===== config.mk =====
export PLATFORM = sky130hd
export DESIGN_NAME = mem_rd_arbiter
export DESIGN_NICKNAME = d
export VERILOG_FILES = /design/src/rtl/mem_rd_arbiter.sv
export SDC_FILE = /design/constraint.sdc
export NUM_CORES = 1
export LEC_CHECK = 0
export CORE_AREA = 10 10 154 156
export DETAILED_ROUTE_END_ITERATION = 8
export DIE_AREA = 0 0 164 166
export PLACE_DENSITY_LB_ADDON = 0.15
export SKIP_LAST_GASP = 1
export SLEW_MARGIN = 10
export SYNTH_ARGS = -nofsm -noshare
export SYNTH_HDL_FRONTEND = slang
export SYNTH_SLANG_ARGS = --single-unit
export TNS_END_PERCENT = 5

===== constraint.sdc =====
create_clock -name clk -period 2.7 [get_ports clk]
set_input_delay 0.675 -clock clk [delete_from_list [all_inputs] [get_ports clk]]
set_output_delay 0.675 -clock clk [all_outputs]
set_load 0.02 [all_outputs]

===== src/rtl/mem_rd_arbiter.sv =====
// rtl/mem_rd_arbiter.sv - round-robin arbiter sharing one memory read port among read clients
module mem_rd_arbiter #(
   parameter  int NUM_CLIENTS = 2,
   parameter  int ADDR_WIDTH  = 32,
   parameter  int SIZE_WIDTH  = 16,
   parameter  int DATA_WIDTH  = 128,
   localparam int OW          = (NUM_CLIENTS > 1) ? $clog2(NUM_CLIENTS) : 1
) (
   input  logic                              clk,
   input  logic                              rst,
   input  logic [NUM_CLIENTS-1:0]            cl_req,
   input  logic [NUM_CLIENTS*ADDR_WIDTH-1:0] cl_start_addr,
   input  logic [NUM_CLIENTS*SIZE_WIDTH-1:0] cl_size_bytes,
   output logic [NUM_CLIENTS-1:0]            cl_gnt,
   output logic [DATA_WIDTH-1:0]             cl_data,
   output logic [NUM_CLIENTS-1:0]            cl_valid,
   output logic [NUM_CLIENTS-1:0]            cl_last,
   output logic                              mem_req,
   output logic [ADDR_WIDTH-1:0]             mem_start_addr,
   output logic [SIZE_WIDTH-1:0]             mem_size_bytes,
   input  logic                              mem_ack,
   input  logic [DATA_WIDTH-1:0]             mem_data,
   input  logic                              mem_valid,
   input  logic                              mem_last,
   output logic                              busy,
   output logic [OW-1:0]                     owner,
   output logic                              proto_err
);

   localparam int BPB = DATA_WIDTH / 8;
   localparam int CW  = SIZE_WIDTH + 1;
   localparam int PW  = OW + 1;

   typedef enum logic [1:0] {IDLE, ISSUE, XFER, ZDONE} state_t;

   state_t                  state_q, state_d;
   logic [OW-1:0]           owner_q, owner_d;
   logic [OW-1:0]           rr_ptr_q, rr_ptr_d;
   logic [ADDR_WIDTH-1:0]   addr_q, addr_d;
   logic [SIZE_WIDTH-1:0]   size_q, size_d;
   logic [CW-1:0]           beats_exp_q, beats_exp_d;
   logic [CW-1:0]           cnt_q, cnt_d;
   logic                    mem_req_q, mem_req_d;
   logic                    proto_err_q, proto_err_d;

   logic [2*NUM_CLIENTS-1:0] req_dbl;
   logic [NUM_CLIENTS-1:0]   req_rot;
   logic [PW-1:0]            pick_sum;
   logic [PW-1:0]            owner_sum;
   logic [OW-1:0]            pick;
   logic [OW-1:0]            owner_inc;
   logic [ADDR_WIDTH-1:0]    pick_addr;
   logic [SIZE_WIDTH-1:0]    pick_size;
   logic [CW-1:0]            pick_beats;
   logic                     any_req;
   logic                     final_beat;
   logic [NUM_CLIENTS-1:0]   owner_oh;

   // Rotate requests so rr_ptr lands on bit 0, take the lowest set bit, then un-rotate
   always_comb begin
      req_dbl  = {cl_req, cl_req} >> rr_ptr_q;
      req_rot  = req_dbl[NUM_CLIENTS-1:0];
      any_req  = |cl_req;
      pick_sum = '0;
      for (int k = NUM_CLIENTS - 1; k >= 0; k--) begin
         if (req_rot[k]) pick_sum = {1'b0, rr_ptr_q} + PW'(k);
      end
      if (pick_sum >= PW'(NUM_CLIENTS)) pick_sum = pick_sum - PW'(NUM_CLIENTS);
      pick = pick_sum[OW-1:0];
   end

   // Fields of the selected client and its beat count, ceil(size / bytes-per-beat)
   always_comb begin
      pick_addr = '0;
      pick_size = '0;
      for (int i = 0; i < NUM_CLIENTS; i++) begin
         if (pick == OW'(i)) begin
            pick_addr = cl_start_addr[i*ADDR_WIDTH +: ADDR_WIDTH];
            pick_size = cl_size_bytes[i*SIZE_WIDTH +: SIZE_WIDTH];
         end
      end
      pick_beats = (CW'(pick_size) + CW'(BPB - 1)) / CW'(BPB);
   end

   // Owner decode, final-beat detect and the pointer value handed on after completion
   always_comb begin
      final_beat = (cnt_q == beats_exp_q - CW'(1));
      owner_oh   = NUM_CLIENTS'(1) << owner_q;
      owner_sum  = {1'b0, owner_q} + PW'(1);
      if (owner_sum == PW'(NUM_CLIENTS)) owner_sum = '0;
      owner_inc  = owner_sum[OW-1:0];
   end

   // State register
   always_ff @(posedge clk or posedge rst) begin
      if (rst) state_q <= IDLE;
      else     state_q <= state_d;
   end

   // Next-state logic; the beat counter alone ends a transfer, mem_last is only checked
   always_comb begin
      state_d = state_q;
      case (state_q)
         IDLE:    if (any_req) state_d = (pick_size == '0) ? ZDONE : ISSUE;
         ISSUE:   if (mem_ack) state_d = XFER;
         XFER:    if (mem_valid && final_beat) state_d = IDLE;
         ZDONE:   state_d = IDLE;
         default: state_d = IDLE;
      endcase
   end

   // Client-side outputs, one-hot to the current owner
   always_comb begin
      cl_gnt   = '0;
      cl_valid = '0;
      cl_last  = '0;
      case (state_q)
         ISSUE: if (mem_ack) cl_gnt = owner_oh;
         XFER: begin
            if (mem_valid)               cl_valid = owner_oh;
            if (mem_valid && final_beat) cl_last  = owner_oh;
         end
         ZDONE: begin
            cl_gnt  = owner_oh;
            cl_last = owner_oh;
         end
         default: ;
      endcase
   end

   // Datapath next state: request latch, beat counting, pointer advance, sticky error
   always_comb begin
      owner_d     = owner_q;
      rr_ptr_d    = rr_ptr_q;
      addr_d      = addr_q;
      size_d      = size_q;
      beats_exp_d = beats_exp_q;
      cnt_d       = cnt_q;
      mem_req_d   = mem_req_q;
      proto_err_d = proto_err_q;
      case (state_q)
         IDLE: if (any_req) begin
            owner_d     = pick;
            addr_d      = pick_addr;
            size_d      = pick_size;
            beats_exp_d = pick_beats;
            mem_req_d   = (pick_size != '0);
         end
         ISSUE: if (mem_ack) begin
            mem_req_d = 1'b0;
            cnt_d     = '0;
         end
         XFER: if (mem_valid) begin
            cnt_d = cnt_q + CW'(1);
            if (final_beat) rr_ptr_d = owner_inc;
         end
         ZDONE:   rr_ptr_d = owner_inc;
         default: ;
      endcase
      if (mem_valid && state_q != XFER)  proto_err_d = 1'b1;
      if (mem_ack && state_q != ISSUE)   proto_err_d = 1'b1;
      if (state_q == XFER && mem_valid && (mem_last != final_beat)) proto_err_d = 1'b1;
   end

   // Datapath registers
   always_ff @(posedge clk or posedge rst) begin
      if (rst) begin
         owner_q     <= '0;
         rr_ptr_q    <= '0;
         addr_q      <= '0;
         size_q      <= '0;
         beats_exp_q <= '0;
         cnt_q       <= '0;
         mem_req_q   <= 1'b0;
         proto_err_q <= 1'b0;
      end else begin
         owner_q     <= owner_d;
         rr_ptr_q    <= rr_ptr_d;
         addr_q      <= addr_d;
         size_q      <= size_d;
         beats_exp_q <= beats_exp_d;
         cnt_q       <= cnt_d;
         mem_req_q   <= mem_req_d;
         proto_err_q <= proto_err_d;
      end
   end

   assign cl_data        = mem_data;
   assign mem_req        = mem_req_q;
   assign mem_start_addr = addr_q;
   assign mem_size_bytes = size_q;
   assign busy           = (state_q != IDLE);
   assign owner          = owner_q;
   assign proto_err      = proto_err_q;

endmodule

After elaboration in Yosys (flattened, before gate mapping)
Index checks and enable logic that the tools add are counted.
Operators by class
  add/subtract/negate cells: 6
  $mul: 0
  div/mod/pow operators: 0
  magnitude comparators: 1
  equal/unequal tests: 13
  shift-type cells: 2
  multiplexer cells: 29
  bitwise logic cells: 0
  reduce and logical (&&, ||, !) cells: 19
Operators with widths (count)
  2-to-1 mux 17 bit: 2
  one-hot mux 17 bit (2 select lines): 1
  2-to-1 mux 32 bit: 1
  2-to-1 mux 2 bit: 10
  adder 16 x 4 -> 17 bit, second input constant: 1
  adder 17 x 1 -> 17 bit, second input constant: 1
  == test 17 bit: 1
  zero test 16 bit: 1
  2-to-1 mux 16 bit: 1
  nonzero test 16 bit: 1
  subtractor 13 x 1 -> 14 bit, second input constant: 1
  inequality test 2 bit, second input constant: 6
  AND reduction 3 bit: 4
  2-to-1 mux 1 bit: 9
  one-hot mux 2 bit (2 select lines): 2
  one-hot mux 2 bit (4 select lines): 1
  nonzero test 2 bit: 4
  == test 2 bit, second input constant: 3
  logical AND 1 bit: 5
  adder 1 x 1 -> 2 bit, second input constant: 2
  one-hot mux 1 bit (2 select lines): 2
  right shift 4 x 1 -> 2 bit: 1
  nonzero test 3 bit: 1
  == test 2 x 1 -> 1 bit, second input constant: 1
  8 further kinds: 8
Storage, ports and cells
  register bits after elaboration: 84
  bits in latches: 0
  RAM bits: 0
  memory bits (read-only): 0
  output and inout port bits: 186
  logic and storage cells: 79
  memories kept: 0

Logic depth before layout (Yosys ltp)
  depth in word-level cells: 10
  gate-level depth with buffers: 9
  depth with buffers taken out: 8

Least setup slack after synthesis
OpenSTA, ideal clock, no wires.
  kind: reg2out
  start point: reg beats_exp_q[6]
  end point: out cl_last[1]
  arrival: 2610 ps
  required time: 2025 ps
  setup slack: -585 ps
  cell stages (with the launch flop): 6
  cell sequence: dfrtp_1 -> nor4_2 -> xnor2_1 -> a41oi_1 -> or4_4 -> o41ai_1
On the way
  word-level cells in the longest chain between the ends: 5
Ends and longest elaborated chain
  from (decl): line 41  | logic [CW-1:0] beats_exp_q, beats_exp_d;
  from (signal assigned): line 181  | beats_exp_q <= beats_exp_d;
  subtractor 13 x 1 -> 14 bit: line 87  | final_beat = (cnt_q == beats_exp_q - CW'(1));
  == test 17 bit: line 87
  logical AND 1 bit: line 121  | if (mem_valid && final_beat) cl_last = owner_oh;
  2-to-1 mux 2 bit: line 121
  one-hot mux 2 bit (2 select lines): line 117  | case (state_q)
  to (decl): line 17  | output logic [NUM_CLIENTS-1:0] cl_last,
No other way between the ends.

Worst setup path after layout
  start point: reg beats_exp_q[1]
  end point: out cl_last[1]
Same word-level chain as after synthesis.

==> reports/metrics.yaml <==
yosys:
  synthTopCellsByArea: "dfrtp_1 (37%), buf_4 (17%), mux2i_1 (7.1%)"
  synth-simple-area-share: 0.1828
  synth_xor_xnor_area_share: 0.04570
  async_flop_share: 1.000
  synth_commonest_cells: "buf_4 (128), dfrtp_1 (84), nand2_1 (71)"
  syn_inst: 656
  ys.warnings.count: 0
  synthAdderAreaFrac: 0.004353
  synth.cell_area_um2: 5749
  syn_area_per_cell_um2: 8.764
  synth_top_family_by_area: "buffers and inverters"
  synth_top_flop_cell: "dfrtp_1"
  synth-seq-area-share: 0.3656
  synth_compound_area_frac: 0.1317
  post-synth-top-count-cell: "buf_4"
  synth.largest_area_cell: "dfrtp_1"
  synth_top_area_frac: 0.3656
  ys_seq_elements: 84
  yosysUniqueCellTypes: 59
  synth.mux.area_fraction: 0.07334
  synth_nets: 889
  synth_edf_count: 0
floorplanning:
  core_um2: 20690
  die_w_um: 164
  dieArea_um2: 27220
  die_h_um: 166
  rows: 53
  design.portCount: 417
  start_util: 0.2779
setup_path:
  r2r-start: "beats_exp_q[0]$_DFFE_PP0P_"
  cp_max_fo: 5
  r2r_cells: 9
  path_class: "flop to output port"
  critPathArrivalTime_ns: 2.56
  r2r_end: "proto_err$_DFFE_PP0P_"
  ff2ff_setup_slack_ns: 0.20
  critPathLaunch: "beats_exp_q[1]$_DFFE_PP0P_"
  endpoint: "cl_last[1]"
  cpPeakStageDelay_ns: 0.49
  slowest_stage: "or4_1"
  startpoint_type: "flop"
  path_cells: "or2_4, or4_1, a311oi_2, o32ai_4, o41ai_4, buf_4"
  endpoint_kind: "output port"
  cp.required_ns: 2.03
outcome:
  outcome: "finished with violations"
  violations: "setup timing"
layout:
  post-route-util: 0.3723
  num-nets-final: 992
  multi_input_area_um2: 2608
  nFillCells: 2122
  diodes: 0
  area_growth_pct: 33.97
  drive_gt1_frac: 0.1715
  seqCellArea_um2: 2102
power_and_ir_drop:
  powerDensity_nw_per_um2: 957.0
  ir_drop_v: 0.0003752
  power.total_w: 0.007371
  p_leak_nw: 3.416
sta:
  worst_clock_skew_ns: 0.007534
  timing.final.max_slew_violations: 0
  hold_violations: 0
  worst_slew_pin_slew_ns: 0.5114
  max_freq_mhz: 308.9
  finalSetupViolations: 5
  maxSlewHeadroom: 0.6591
  post-route-period-util: 1.199
  finalCriticalPeriod_ns: 3.237
  layout_setup_ws_ns: -0.5370
  whs_ns: 0.4845
  rsz0062_at_grt: "true"
detailed_routing:
  drt_pre_antenna_iters: 4
  routedWlPerCell_um: 17.72
  postRouteWirelength_um: 18410
  vias: 4873
  first_iter_violations: 182
  vias_per_cell: 4.690
  postRouteAntennaNets: 0
  route.detailed.drc: 0
cts:
  cts_tree: "done"
  root_buffer: "clkbuf_16"
  clock_latency_ns: 0.35
  cts_sinks: 84
  h-tree-depth: 3
  cts_hold_buf: 0
  clk_pin_slew_ns: 0.07
  cts-buffers-inserted: 9
  clock_path_buffers: 2
grt:
  grt_pass1_vias: 5266
  grt_pass1_wl_um: 29210
  grt_start_max_net_pins: 88
  antenna_found_initial: 0
  globalRouteOverflowTotal: 0
  grtUsageTotal: 0.1347
run:
  max_cap_viol_count: 0
placement:
  hpwlAfterDp_um: 14940
  place_ws_ns: -0.7028
  port_buffers: 160
  gp_congestion: 0.8364
worst_hold_path:
  hold_class: "flop to flop"
==> worst min-delay path by stage <==
stage / from / cells past startpoint / end / slack, ns
detailed placement: mem_start_addr[16]$_DFFE_PP0P_ / 2 / mem_start_addr[16]$_DFFE_PP0P_ / 0.47
finish: mem_start_addr[15]$_DFFE_PP0P_ / 2 / mem_start_addr[15]$_DFFE_PP0P_ / 0.48
CTS: mem_start_addr[16]$_DFFE_PP0P_ / 2 / mem_start_addr[16]$_DFFE_PP0P_ / 0.49
global placement: mem_start_addr[16]$_DFFE_PP0P_ / 2 / mem_start_addr[16]$_DFFE_PP0P_ / 0.47
floorplan: rr_ptr_q$_DFFE_PP0P_ / 2 / rr_ptr_q$_DFFE_PP0P_ / 0.51
global route: mem_size_bytes[15]$_DFFE_PP0P_ / 1 / mem_size_bytes[15]$_DFFE_PP0P_ / 0.51
==> critical path, delay by kind of cell, from the launching register on <==
family	cells	cell delay, ns
AO/OA/AOI/OAI	3	0.87
AND/OR/NAND/NOR	2	0.75
flip-flops	1	0.40
buffers and inverters	1	0.20
==> cell usage in the layout, fill, tap and decap left out, drive strengths merged, types with 7 or more instances in the layout <==
cell type      synthesis  layout
a21oi                 14      14
and3                  11      11
nor2                  40      40
nand3                 21      21
o21ai                 65      65
buf                  137      94
nand4                 16      16
xnor2                 13      13
and2                   7       7
dfrtp                 84      84
nand2                 71      71
inv                    8      10
clkdlybuf4s50          0     158
clkbuf                23       9
nor3                   8       8
mux2i                 41      41
xor2                  17      17
==> sequential cells by signal, summed over array words and instances, names as in the netlist, 2 cells and up <==
register        flops
mem_start_addr     32
cnt_q              17
mem_size_bytes     16
beats_exp_q        13
state_q             2
==> where the power goes <==
part           internal [W]  switching, W
clock              0.000728      0.000559
combinational       0.00187       0.00209
sequential          0.00176      0.000366
total               0.00435       0.00302
==> cell families after synthesis <==
family          after synthesis
simple gates                208
buf+inv                     168
compound gates              122
flops                        84
mux                          42
xor+xnor                     30
fa+ha+maj                     2
==> metrics by stage <==
step / area [µm²] / instances / TNS, ns
after floorplan: 5807 / 656 / -0.08184
after global placement: 7341 / 1020 / -7.872
after detailed placement: 7341 / 1020 / -7.999
after CTS: 7690 / 1038 / -1.647
after global routing: 7702 / 1039 / -3.004
final: 7702 / 1039 / -1.500
==> timing repair <==
action | in CTS | in global routing
gates resized for setup | 14 | 1
setup buffers | 2 | 1
setup endpoints to repair | 5 | 17
pin swaps | 1 | 1
hold endpoints to repair | 0 | 0
==> metal layers <==
metal / routed length, µm / vias up / track usage
met5: 0 / - / 0
met4: 488 / 0 / 0.05091
met3: 1425 / 52 / 0.05429
met2: 9121 / 166 / 0.2238
met1: 7373 / 2284 / 0.1509
li1: - / 2371 / -
==> area by class of cell <==
type,instances,share of cell area
Clock buffer,9,0.02924
Sequential cell,84,0.2729
Inverter,8,0.004386
Clock inverter,7,0.01040
Tap cell,275,0.04467
Multi-Input combinational cell,404,0.3385
Timing Repair Buffer,252,0.2999
(Power assumes the default switching activity.)
